--- config.mk ---
export PLATFORM = sky130hd
export DESIGN_NAME = mem_port_arbiter_flat
export DESIGN_NICKNAME = d
export VERILOG_FILES = /design/src/rtl/mem_port_arbiter_if.sv /design/src/rtl/mem_port_arbiter.sv /design/src/flat_wrapper.sv
export SDC_FILE = /design/constraint.sdc
export NUM_CORES = 1
export LEC_CHECK = 0
export BUFFER_PORTS_ARGS = -buffer_cell sky130_fd_sc_hd__buf_2
export CAP_MARGIN = 40
export CELL_PAD_IN_SITES_DETAIL_PLACEMENT = 1
export CELL_PAD_IN_SITES_GLOBAL_PLACEMENT = 2
export CORE_ASPECT_RATIO = 1.5
export CORE_MARGIN = 4
export CORE_UTILIZATION = 24
export CTS_BUF_LIST = sky130_fd_sc_hd__clkbuf_4
export CTS_CLUSTER_DIAMETER = 100
export DETAILED_ROUTE_END_ITERATION = 7
export PLACE_DENSITY_LB_ADDON = 0.1
export SLEW_MARGIN = 20
export SYNTH_ARGS = -nofsm -noshare
export SYNTH_HDL_FRONTEND = slang
export SYNTH_SLANG_ARGS = --single-unit
--- constraint.sdc ---
create_clock -name clk -period 1.89 [get_ports clk]
set_input_delay 0 -clock clk [delete_from_list [all_inputs] [get_ports clk]]
set_output_delay 0 -clock clk [all_outputs]
set_load 0.05 [all_outputs]
--- src/rtl/mem_port_arbiter_if.sv ---
// Bundle of the requester, memory and debug signals around the memory-port arbiter.
// Handshake: a requester raises x_req (with its address and data) and holds it
// until x_gnt; x_gnt is a one-cycle accept pulse; x_rvalid is a one-cycle
// completion pulse (err alongside it marks a timed-out access); the memory side
// sees mem_req high for the whole access and ends it by raising mem_ready.
interface mem_port_arbiter_if #(
    parameter int WORDSIZE   = 64,
    parameter int ADDR_WIDTH = 64
);
    logic                  if_req;
    logic [ADDR_WIDTH-1:0] if_addr;
    logic                  if_gnt;
    logic                  if_rvalid;
    logic [WORDSIZE-1:0]   if_rdata;

    logic                  dm_req;
    logic                  dm_we;
    logic [ADDR_WIDTH-1:0] dm_addr;
    logic [WORDSIZE-1:0]   dm_wdata;
    logic                  dm_gnt;
    logic                  dm_rvalid;
    logic [WORDSIZE-1:0]   dm_rdata;

    logic                  err;

    logic                  mem_req;
    logic                  mem_we;
    logic [ADDR_WIDTH-1:0] mem_addr;
    logic [WORDSIZE-1:0]   mem_wdata;
    logic [WORDSIZE-1:0]   mem_rdata;
    logic                  mem_ready;

    // Arbiter state for observation: 0 idle, 1 fetch busy, 2 data busy.
    logic [1:0]            arb_state;

    // Arbiter side.
    modport slave (
        input  if_req, if_addr, dm_req, dm_we, dm_addr, dm_wdata,
        input  mem_rdata, mem_ready,
        output if_gnt, if_rvalid, if_rdata, dm_gnt, dm_rvalid, dm_rdata, err,
        output mem_req, mem_we, mem_addr, mem_wdata, arb_state
    );

    // Requesters plus memory, as seen from outside the arbiter.
    modport master (
        output if_req, if_addr, dm_req, dm_we, dm_addr, dm_wdata,
        output mem_rdata, mem_ready,
        input  if_gnt, if_rvalid, if_rdata, dm_gnt, dm_rvalid, dm_rdata, err,
        input  mem_req, mem_we, mem_addr, mem_wdata, arb_state
    );
endinterface

--- src/rtl/mem_port_arbiter.sv ---
// Shares one memory port between the fetch and load/store requesters of a
// multicycle core: arbitrates in IDLE, holds the memory-side request stable for
// the whole access and aborts accesses that wait too long for mem_ready.
module mem_port_arbiter #(
    parameter int WORDSIZE      = 64,
    parameter int ADDR_WIDTH    = 64,
    parameter int DATA_PRIORITY = 1,
    parameter int TIMEOUT       = 16
) (
    input logic               clk,
    input logic               rst,
    mem_port_arbiter_if.slave bus
);
    localparam int            CW       = $clog2(TIMEOUT);
    localparam logic [CW-1:0] CNT_LAST = CW'(TIMEOUT - 1);

    typedef enum logic [1:0] {
        S_IDLE    = 2'd0,
        S_BUSY_IF = 2'd1,
        S_BUSY_DM = 2'd2
    } state_t;

    state_t                state_q, state_d;
    logic [CW-1:0]         cnt_q, cnt_d;
    logic                  last_dm_q, last_dm_d;
    logic                  if_gnt_q, if_gnt_d;
    logic                  dm_gnt_q, dm_gnt_d;
    logic                  if_rvalid_q, if_rvalid_d;
    logic                  dm_rvalid_q, dm_rvalid_d;
    logic                  err_q, err_d;
    logic [WORDSIZE-1:0]   if_rdata_q, if_rdata_d;
    logic [WORDSIZE-1:0]   dm_rdata_q, dm_rdata_d;
    logic [ADDR_WIDTH-1:0] mem_addr_q, mem_addr_d;
    logic                  mem_we_q, mem_we_d;
    logic [WORDSIZE-1:0]   mem_wdata_q, mem_wdata_d;

    logic busy, slot_open, accept, pick_dm, at_limit, done;
    logic mem_req_o;

    // Arbitration and completion decode. The completion (rvalid) cycle is spent
    // in IDLE without accepting, so the next access starts two cycles after the
    // memory finishes the current one.
    always_comb begin
        busy      = (state_q != S_IDLE);
        slot_open = (state_q == S_IDLE) && !(if_rvalid_q || dm_rvalid_q);
        accept    = slot_open && (bus.if_req || bus.dm_req);
        pick_dm   = bus.dm_req && (!bus.if_req || (DATA_PRIORITY != 0) || !last_dm_q);
        at_limit  = (cnt_q == CNT_LAST);
        done      = busy && (bus.mem_ready || at_limit);
    end

    // State register and all datapath flops; reset discards any access in flight.
    always_ff @(posedge clk) begin
        if (rst) begin
            state_q     <= S_IDLE;
            cnt_q       <= '0;
            last_dm_q   <= 1'b1;
            if_gnt_q    <= 1'b0;
            dm_gnt_q    <= 1'b0;
            if_rvalid_q <= 1'b0;
            dm_rvalid_q <= 1'b0;
            err_q       <= 1'b0;
            if_rdata_q  <= '0;
            dm_rdata_q  <= '0;
            mem_addr_q  <= '0;
            mem_we_q    <= 1'b0;
            mem_wdata_q <= '0;
        end else begin
            state_q     <= state_d;
            cnt_q       <= cnt_d;
            last_dm_q   <= last_dm_d;
            if_gnt_q    <= if_gnt_d;
            dm_gnt_q    <= dm_gnt_d;
            if_rvalid_q <= if_rvalid_d;
            dm_rvalid_q <= dm_rvalid_d;
            err_q       <= err_d;
            if_rdata_q  <= if_rdata_d;
            dm_rdata_q  <= dm_rdata_d;
            mem_addr_q  <= mem_addr_d;
            mem_we_q    <= mem_we_d;
            mem_wdata_q <= mem_wdata_d;
        end
    end

    // Next-state: grant moves to the winner's busy state, completion or abort returns to IDLE.
    always_comb begin
        state_d = state_q;
        unique case (state_q)
            S_IDLE:               if (accept) state_d = pick_dm ? S_BUSY_DM : S_BUSY_IF;
            S_BUSY_IF, S_BUSY_DM: if (done) state_d = S_IDLE;
            default:              state_d = S_IDLE;
        endcase
    end

    // Datapath: latch the winner's request, count wait cycles, pulse gnt/rvalid/err.
    always_comb begin
        cnt_d       = cnt_q;
        last_dm_d   = last_dm_q;
        if_gnt_d    = 1'b0;
        dm_gnt_d    = 1'b0;
        if_rvalid_d = 1'b0;
        dm_rvalid_d = 1'b0;
        err_d       = 1'b0;
        if_rdata_d  = if_rdata_q;
        dm_rdata_d  = dm_rdata_q;
        mem_addr_d  = mem_addr_q;
        mem_we_d    = mem_we_q;
        mem_wdata_d = mem_wdata_q;
        if (accept) begin
            cnt_d     = '0;
            last_dm_d = pick_dm;
            if (pick_dm) begin
                dm_gnt_d    = 1'b1;
                mem_addr_d  = bus.dm_addr;
                mem_we_d    = bus.dm_we;
                mem_wdata_d = bus.dm_wdata;
            end else begin
                if_gnt_d    = 1'b1;
                mem_addr_d  = bus.if_addr;
                mem_we_d    = 1'b0;
            end
        end else if (done) begin
            // mem_ready wins over the wait limit, so err only marks a true abort.
            err_d = !bus.mem_ready;
            if (state_q == S_BUSY_IF) begin
                if_rvalid_d = 1'b1;
                if (bus.mem_ready) if_rdata_d = bus.mem_rdata;
            end else begin
                dm_rvalid_d = 1'b1;
                if (bus.mem_ready && !mem_we_q) dm_rdata_d = bus.mem_rdata;
            end
        end else if (busy) begin
            cnt_d = cnt_q + CW'(1);
        end
    end

    // Output decode: the memory request is high exactly while an access is in flight.
    always_comb begin
        mem_req_o = busy;
    end

    assign bus.mem_req   = mem_req_o;
    assign bus.mem_we    = mem_we_q;
    assign bus.mem_addr  = mem_addr_q;
    assign bus.mem_wdata = mem_wdata_q;
    assign bus.if_gnt    = if_gnt_q;
    assign bus.if_rvalid = if_rvalid_q;
    assign bus.if_rdata  = if_rdata_q;
    assign bus.dm_gnt    = dm_gnt_q;
    assign bus.dm_rvalid = dm_rvalid_q;
    assign bus.dm_rdata  = dm_rdata_q;
    assign bus.err       = err_q;
    assign bus.arb_state = state_q;
endmodule

--- src/flat_wrapper.sv ---
// flat-port wrapper written by rule: the top's interface ports become plain ports
module mem_port_arbiter_flat 
#(
    parameter int WORDSIZE      = 64,
    parameter int ADDR_WIDTH    = 64,
    parameter int DATA_PRIORITY = 1,
    parameter int TIMEOUT       = 16
)
  (clk, rst, bus_if_req, bus_if_addr, bus_dm_req, bus_dm_we, bus_dm_addr, bus_dm_wdata, bus_mem_rdata, bus_mem_ready, bus_if_gnt, bus_if_rvalid, bus_if_rdata, bus_dm_gnt, bus_dm_rvalid, bus_dm_rdata, bus_err, bus_mem_req, bus_mem_we, bus_mem_addr, bus_mem_wdata, bus_arb_state);
  mem_port_arbiter_if #(.WORDSIZE(WORDSIZE), .ADDR_WIDTH(ADDR_WIDTH)) bus_i ();
  input logic clk;
  input logic rst;
  input wire logic [$bits(bus_i.if_req)-1:0] bus_if_req;
  input wire logic [$bits(bus_i.if_addr)-1:0] bus_if_addr;
  input wire logic [$bits(bus_i.dm_req)-1:0] bus_dm_req;
  input wire logic [$bits(bus_i.dm_we)-1:0] bus_dm_we;
  input wire logic [$bits(bus_i.dm_addr)-1:0] bus_dm_addr;
  input wire logic [$bits(bus_i.dm_wdata)-1:0] bus_dm_wdata;
  input wire logic [$bits(bus_i.mem_rdata)-1:0] bus_mem_rdata;
  input wire logic [$bits(bus_i.mem_ready)-1:0] bus_mem_ready;
  output wire logic [$bits(bus_i.if_gnt)-1:0] bus_if_gnt;
  output wire logic [$bits(bus_i.if_rvalid)-1:0] bus_if_rvalid;
  output wire logic [$bits(bus_i.if_rdata)-1:0] bus_if_rdata;
  output wire logic [$bits(bus_i.dm_gnt)-1:0] bus_dm_gnt;
  output wire logic [$bits(bus_i.dm_rvalid)-1:0] bus_dm_rvalid;
  output wire logic [$bits(bus_i.dm_rdata)-1:0] bus_dm_rdata;
  output wire logic [$bits(bus_i.err)-1:0] bus_err;
  output wire logic [$bits(bus_i.mem_req)-1:0] bus_mem_req;
  output wire logic [$bits(bus_i.mem_we)-1:0] bus_mem_we;
  output wire logic [$bits(bus_i.mem_addr)-1:0] bus_mem_addr;
  output wire logic [$bits(bus_i.mem_wdata)-1:0] bus_mem_wdata;
  output wire logic [$bits(bus_i.arb_state)-1:0] bus_arb_state;
  assign bus_i.if_req = bus_if_req;
  assign bus_i.if_addr = bus_if_addr;
  assign bus_i.dm_req = bus_dm_req;
  assign bus_i.dm_we = bus_dm_we;
  assign bus_i.dm_addr = bus_dm_addr;
  assign bus_i.dm_wdata = bus_dm_wdata;
  assign bus_i.mem_rdata = bus_mem_rdata;
  assign bus_i.mem_ready = bus_mem_ready;
  assign bus_if_gnt = bus_i.if_gnt;
  assign bus_if_rvalid = bus_i.if_rvalid;
  assign bus_if_rdata = bus_i.if_rdata;
  assign bus_dm_gnt = bus_i.dm_gnt;
  assign bus_dm_rvalid = bus_i.dm_rvalid;
  assign bus_dm_rdata = bus_i.dm_rdata;
  assign bus_err = bus_i.err;
  assign bus_mem_req = bus_i.mem_req;
  assign bus_mem_we = bus_i.mem_we;
  assign bus_mem_addr = bus_i.mem_addr;
  assign bus_mem_wdata = bus_i.mem_wdata;
  assign bus_arb_state = bus_i.arb_state;
  mem_port_arbiter #(.WORDSIZE(WORDSIZE), .ADDR_WIDTH(ADDR_WIDTH), .DATA_PRIORITY(DATA_PRIORITY), .TIMEOUT(TIMEOUT)) u_core (.clk(clk), .rst(rst), .bus(bus_i));
endmodule
==> results of run 1 <==
## worst min-delay path by stage
stage | to | slack [ns] | from
finish | u_core.bus.mem_addr[24]$_SDFFE_PP0P_ | 0.08 | bus_dm_addr[24]
global route | u_core.bus.dm_rdata[52]$_SDFFE_PP0P_ | -0.006 | bus_mem_rdata[52]
CTS | u_core.bus.mem_wdata[41]$_SDFFE_PP0P_ | 0.0003 | bus_dm_wdata[41]
detailed placement | u_core.bus.mem_addr[16]$_SDFFE_PP0P_ | 0.19 | bus_if_addr[16]
global placement | u_core.bus.mem_addr[16]$_SDFFE_PP0P_ | 0.18 | bus_if_addr[16]
floorplan | u_core.bus.err$_SDFF_PP0_ | 0.08 | bus_mem_ready
## cells in the mapped netlist
library cell,count,area (um^2)
nand3_1,1,5.00
nand4bb_1,1,11.3
a311oi_1,1,8.76
inv_1,3,11.3
and4b_1,1,10.0
a22o_1,1,8.76
o211ai_1,2,15.0
nor3_1,2,10.0
clkbuf_1,30,113
nor3_4,1,16.3
nand2b_1,1,6.26
and3_1,3,18.8
buf_4,9,67.6
nor2_1,4,15.0
or3_1,1,6.26
ha_1,3,37.5
nor3b_1,1,7.51
buf_6,1,11.3
nor3b_2,2,25.0
and2_1,3,18.8
xor2_1,1,8.76
a22oi_1,64,480
xnor2_1,1,8.76
mux2i_1,1,10.0
a21oi_1,196,981
nand4b_1,1,8.76
a21oi_2,1,8.76
o21ai_0,1,5.00
nand4_1,1,6.26
or2_1,1,6.26
buf_1,1,3.75
nand2_1,512,1920
or4_1,1,7.51
dfxtp_1,268,5370
nor2b_1,1,6.26
buf_2,42,210
## flip-flops by register name, summed over array words and instances, names as in the netlist
signal,count
u_core.bus.dm_gnt,1
u_core.bus.mem_we,1
u_core.bus.arb_state,2
u_core.bus.dm_rvalid,1
u_core.bus.if_rdata,64
u_core.bus.mem_addr,64
u_core.cnt_q,4
u_core.bus.if_gnt,1
u_core.bus.dm_rdata,64
u_core.bus.if_rvalid,1
u_core.bus.err,1
u_core.bus.mem_wdata,64
## power by group through the flow
stage	Clock (mW)	Sequential, mW	Combinational (mW)
CTS	5.70	6.95	8.00
global placement	0	7.03	7.28
global route	6.02	7.09	8.64
floorplan	0	9.99	2.01
detailed placement	0	7.05	7.33
finish	5.49	7.00	8.15
## logic make-up after synthesis
logic type               count (synthesis)  synth area share
multiplexers                             1           0.00106
AND/OR/NAND/NOR                        538             0.223
flip-flops                             268             0.567
adder cells (fa/ha/maj)                  3           0.00397
buffers and inverters                   86            0.0440
AO/OA/AOI/OAI                          266             0.159
XOR/XNOR                                 2           0.00185
## cell type report
| type | count | area, um^2 |
|---|---|---|
| multi-input cells | 810 | 3740 |
| diodes | 9 | 22.5 |
| flip-flops and latches | 268 | 5370 |
| well taps | 495 | 619 |
| clock buffers | 109 | 818 |
| clock inverters | 14 | 109 |
| fillers | 4736 | 21100 |
| inverters | 3 | 15.0 |
| repair buffers | 947 | 6970 |
## through the flow
stage                     total power, mW  utilization  worst slack, ns
final                                20.6        0.456           0.0896
after global routing                 21.7        0.456          0.00995
after detailed placement             14.4        0.328           0.0892
after global placement               14.3        0.328            0.130
after CTS                            20.6        0.454          0.00264
after floorplan                      12.0            -           0.0326
## per-layer routing
layer | GRT usage | share of wire
met1 | 0.229 | 0.36
met3 | 0.0702 | 0.076
met2 | 0.419 | 0.52
met4 | 0.114 | 0.047
met5 | 0 | 0
## cell usage in the layout (no fill, tap or decap), types with 9 or more instances in the layout
master,n
buf_2,524
nand2_1,512
dlygate4sd3_1,393
dfxtp_1,266
a21oi_1,196
clkbuf_4,109
a22oi_1,63
buf_4,15
buf_12,13
diode_2,9
clkinv_1,9
## timing repair
| item | in CTS | in global routing |
|---|---|---|
| endpoints found under the setup margin | 0 | 43 |
| hold endpoints to repair | 268 | 0 |
| resized for setup | 0 | 6 |
| hold buffers | 393 | 0 |
## worst max-delay path, delay by kind of cell
family | cells | cell delay, ns
buffers and inverters | 4 | 1.59
AO/OA/AOI/OAI | 2 | 0.44
AND/OR/NAND/NOR | 2 | 0.38
==> summary.md, run 1 <==
| Metric | Value |
|---|---|
| Outcome | `finished, final reports clean` |
| # IOs | `527` |
| Hold Violations, Final | `0` |
| Crit path max-delay cell type | `dlygate4sd3_1` |
| Max Fanout on Critical Path | `33` |
| All-layer global routing usage | `0.228` |
| CTS tree | `yes` |
| DR vias/cell | `4.58` |
| Post-Syn Area | `approximately 9500 um^2` |
| Min Tclk post-route | `1.80 ns` |
| Detail Route Antenna Nets | `0` |
| Clk pwr share | `0.266` |
| Finished Cell Area | `between 15,000 and 20,000 um^2` |
| Port Buffer Count | `between 500 and 600` |
| Cells after DPL | `2,129` |
| Pint | `11.8 mW` |
| P_leak | `just over 8 nW` |
| Final net count | `2,368` |
| Die area | `around 43,000 um^2` |
| RSZ-0062 raised after global routing | `no` |
| Final GP Congestion | `between 0.7 and 0.8` |
| Clock transition at path regs | `roughly 0.070 ns` |
| Highest clock rate | `about 560 MHz` |
| Worst-Skew Late Latency | `roughly 0.73 ns` |
| R2r startpoint | `u_core.bus.arb_state[0]$_SDFFE_PP0P_` |
| Placed cell area | `12,700 um^2` |
| Rel. slew slack | `0.500` |
| Initial antenna violation count | `7` |
| # setup viols final | `0` |
| Clock Path Buffers | `3` |
| Num rows | `~90` |
| Max-slew violation count | `0` |
| DR vias | `around 12,000` |
| Hold Crit Class | `input pin to flop` |
| Unique masters post-synth | `36` |
| Synthesized area per cell | `between 8 and 9 um^2` |
| Starting density of the core | `0.244` |
| CP most frequent cell | `dlygate4sd3_1` |
| Final Routed Wirelength | `approximately 51,000 um` |
| Power share of the sequential group | `0.339` |
| Total CTS buffers | `73` |
| P_sw | `between 8 and 9 mW` |
| Detailed Route Iter0 Violations | `482` |
| Critical path class | `input pin to flop` |
| Max-Cap Viols | `0` |
| Clk_skew | `0.0487 ns` |
| Root Buffer | `clkbuf_4` |
| DRC | `0` |
| Core area | `just under 40,000 um^2` |
| Setup TNS | `0 ns` |
| Post-synthesis sequential area ratio | `0.567` |
| Crit path capture type | `flop` |
| Combinational share of power | `0.395` |
| Sw frac | `0.429` |
| Register bit total from synthesis | `~270` |
| Clock Sinks | `approximately 270` |
| Chip Height | `around 250 um` |
| Post-DP HPWL | `slightly above 30,000 um` |
| Worst slew pin tran | `0.750 ns` |
| Critical path destination | `u_core.bus.mem_addr[21]$_SDFFE_PP0P_` |
| Pwr dens | `1170 nW/um^2` |
| Syn Nets | `between 1,000 and 1,500` |
| H-tree levels | `3` |
| Worst-case reg-to-reg path depth | `7` |
| Layout area overhead | `86.7%` |
| Gr ovfl total | `0` |
| Die W | `around 170 um` |
| Flop-to-flop setup slack | `around 0.11 ns` |
| Peak supply drop | `530 uV` |
| Post CTS Setup Buffer Count | `0` |
| Worst Hold Path Cells | `4` |
| Cells along the critical path | `dlygate4sd3_1 > buf_2 > or2_1 > dlygate4sd3_1 > a21oi_4 > buf_12 > a22oi_1 > nand2_1` |
| Largest net degree at the start of global routing | `roughly 130` |
| Tcrit/Tclk final | `0.953` |
| Share of cells above drive strength 1 | `0.318` |
| Worst R2R End | `u_core.bus.dm_rdata[45]$_SDFFE_PP0P_` |
| Crit path from | `bus_dm_req` |
| Wire per inst | `19.3 um` |
| Arrival time at the worst endpoint | `approximately 2.5 ns` |
| Synth warn | `0` |
| Mapped Cells | `~1,200` |
| Vias in the first global route | `between 10,000 and 15,000` |
| Final Non-Filler Cells | `around 2,700` |
| Startpoint Class | `input pin` |
| WHS | `just under 0.08 ns` |
| Critical Path RT | `around 2.5 ns` |
| Worst path max stage delay | `0.61 ns` |
| Initial DRT Pass Iterations | `6` |
| First-pass GRT wire length | `roughly 76,000 um` |
No activity file was read; power rests on OpenSTA's default activity.
==> run 2: changes to the inputs <==
RECOVER_POWER = 25   (was not set)
==> run 2 against run 1 <==
  * Sequential cell count stayed put
  * Non-clock buffer count stayed put
  * Hold slack better by 0.0027 ns
  * Final cell count stayed put
  * Wire length hardly changed
  * Total power is 0.49% lower
  * Sequential share of layout area is 0.29 points higher
  * Count of clock-buffer cells in the layout stayed put
  * Global-route usage stayed put
  * First-iteration DRC count is 1.0% higher
  * Critical path type unchanged
  * Highest routed layer unchanged
==> summary.md, run 2 (same netlist as run 1, synthesis figures left out) <==
| Metric | Value |
|---|---|
| Outcome | `finished, final reports clean` |
| Rel. slew slack | `0.502 (+0.00199)` |
| Finished Cell Area | `17,500 um^2 (-0.94%)` |
| Die area | `42,700 um^2 (unchanged)` |
| DRC | `0 (unchanged)` |
| Power share of the sequential group | `0.341 (+0.002)` |
| Worst slew pin tran | `0.747 ns (-0.00298 ns)` |
| Initial antenna violation count | `7 (unchanged)` |
| Register area | `5370 um^2 (unchanged)` |
| Clock transition at path regs | `0.07 ns (about the same)` |
| Min Tclk post-route | `1.81 ns (+0.00755 ns)` |
| Core area | `38,800 um^2 (unchanged)` |
| P_sw | `8.85 mW (about the same)` |
| Root Buffer | `clkbuf_4` |
| Tcrit/Tclk final | `0.957 (+0.00400)` |
| Footprint of the multi-input gates | `3740 um^2 (unchanged)` |
| Vias in the first global route | `13,400 (unchanged)` |
| Most frequent cells in the layout | `512 x nand2_1, 393 x dlygate4sd3_1, 391 x buf_2` |
| Flop-to-flop setup slack | `0.11 ns (about the same)` |
| Max-slew violation count | `0 (unchanged)` |
| Arrival time at the worst endpoint | `2.45 ns (about the same)` |
| DR vias/cell | `4.57 (-0.15%)` |
| RSZ-0062 raised after global routing | `no` |
| Highest clock rate | `553 MHz (-0.42%)` |
| Startpoint Class | `input pin` |
| DR vias | `12,100 (-0.15%)` |
| Post-DP HPWL | `31,100 um (unchanged)` |
| Max-Cap Viols | `0 (unchanged)` |
| Pint | `11.7 mW (-0.88%)` |
| Worst-Skew Late Latency | `0.73 ns (about the same)` |
| Layout area overhead | `84.9%` |
| Num rows | `88 (unchanged)` |
| Worst R2R End | `u_core.bus.mem_addr[21]$_SDFFE_PP0P_` |
| Detail Route Antenna Nets | `0 (unchanged)` |
| Share of cells above drive strength 1 | `0.256 (-0.0618)` |
| Placed cell area | `12,700 um^2 (unchanged)` |
| Crit path from | `bus_dm_req` |
| Critical path destination | `u_core.bus.mem_addr[21]$_SDFFE_PP0P_` |
| # IOs | `527 (unchanged)` |
| First-pass GRT wire length | `76,300 um (unchanged)` |
| Critical path class | `input pin to flop` |
| Total CTS buffers | `73 (unchanged)` |
| Combinational share of power | `0.392 (-0.003)` |
| Hold Violations, Final | `0 (unchanged)` |
| Final GP Congestion | `0.780 (unchanged)` |
| # setup viols final | `0 (unchanged)` |
| Peak supply drop | `529 uV (-0.16%)` |
| Detailed Route Iter0 Violations | `487 (+1.0%)` |
| Clk_skew | `0.0477 ns (-0.00104 ns)` |
| Worst-case reg-to-reg path depth | `8 (+1)` |
| Setup TNS | `0 ns (unchanged)` |
| Fillers | `4,780 (+0.93%)` |
| Critical Path RT | `2.53 ns (about the same)` |
| Gr ovfl total | `0 (unchanged)` |
| Chip Height | `251 um (unchanged)` |
| CTS tree | `yes` |
| Starting density of the core | `0.244 (unchanged)` |
| Total chip power | `20.5 mW (-0.49%)` |
| Largest net degree at the start of global routing | `133 (unchanged)` |
| Wire per inst | `19.3 um (about the same)` |
| All-layer global routing usage | `0.228 (unchanged)` |
| H-tree levels | `3 (unchanged)` |
| Initial DRT Pass Iterations | `4 (-2)` |
| Die W | `170 um (unchanged)` |
| Port Buffer Count | `526 (unchanged)` |
| P_leak | `7.66 nW (-6.8%)` |
| Clk pwr share | `0.267 (about the same)` |
| Max Fanout on Critical Path | `33 (unchanged)` |
| Final Routed Wirelength | `51,400 um (about the same)` |
| Crit path capture type | `flop` |
| Commonest non-fill, non-tap cell in the layout | `nand2_1` |
| Hold Crit Class | `input pin to flop` |
| R2r startpoint | `u_core.bus.arb_state[0]$_SDFFE_PP0P_` |
| Clock Sinks | `268 (unchanged)` |
| Final net count | `2,368 (unchanged)` |
| Clock Path Buffers | `3 (unchanged)` |
| Pwr dens | `1170 nW/um^2 (+0.45%)` |
| Sw frac | `0.431 (+0.00224)` |
-- run 2: what timing repair did --
action / 4_1_cts / 5_1_grt
endpoints found under the setup margin: 0 / 43
hold buffers: 393 / 0
endpoints found under the hold margin: 268 / 0
buffers inserted: 0 / 0
gates resized for setup: 0 / 6
-- run 2: critical path, stage by stage --
cell	delay (ns)
dlygate4sd3_1	0.55
buf_2	0.17
or2_1	0.23
dlygate4sd3_1	0.61
a21oi_4	0.30
buf_12	0.25
a22oi_1	0.14
nand2_1	0.15
-- run 2: power groups by stage --
stage	Sequential (mW)	Clock [mW]	Combinational [mW]
3_3_place_gp	7.03	0	7.28
3_5_place_dp	7.05	0	7.33
2_1_floorplan	9.99	0	2.01
5_1_grt	7.10	6.02	8.54
4_1_cts	6.95	5.70	8.00
6_report	7.01	5.48	8.04
-- run 2: cell type report --
cell class,count,area share
flip-flops and latches,268,0.307
diodes,9,0.00129
clock buffers,109,0.0468
inverters,3,0.000858
clock inverters,14,0.00622
well taps,495,0.0354
repair buffers,947,0.389
multi-input cells,810,0.214
-- run 2: metrics by stage --
step                utilization  hold slack (ns)  instances  setup WS [ns]
finish                    0.451           0.0800       2655         0.0821
global route              0.451         -0.00639       2653        0.00995
CTS                       0.454         0.000296       2645        0.00264
detailed placement        0.328            0.188       2129         0.0892
global placement          0.328            0.182       2129          0.130
floorplan                     -           0.0793       1164         0.0326
-- run 2: metal layers --
layer,global-route usage,vias to the layer above,share of wire,routed length [um]
met5,0,-,0,0
met4,0.114,0,0.047,2420
met3,0.0702,116,0.077,3950
met2,0.419,491,0.52,26700
met1,0.229,5777,0.36,18300
li1,-,5750,-,-
-- run 2: worst min-delay path by stage --
| stage | start | endpoint | cells after the start |
|---|---|---|---|
| 2_1_floorplan | bus_mem_ready | u_core.bus.err$_SDFF_PP0_ | 1 |
| 3_3_place_gp | bus_if_addr[16] | u_core.bus.mem_addr[16]$_SDFFE_PP0P_ | 3 |
| 3_5_place_dp | bus_if_addr[16] | u_core.bus.mem_addr[16]$_SDFFE_PP0P_ | 3 |
| 4_1_cts | bus_dm_wdata[41] | u_core.bus.mem_wdata[41]$_SDFFE_PP0P_ | 4 |
| 5_1_grt | bus_mem_rdata[52] | u_core.bus.dm_rdata[52]$_SDFFE_PP0P_ | 4 |
| 6_report | bus_dm_addr[38] | u_core.bus.mem_addr[38]$_SDFFE_PP0P_ | 4 |
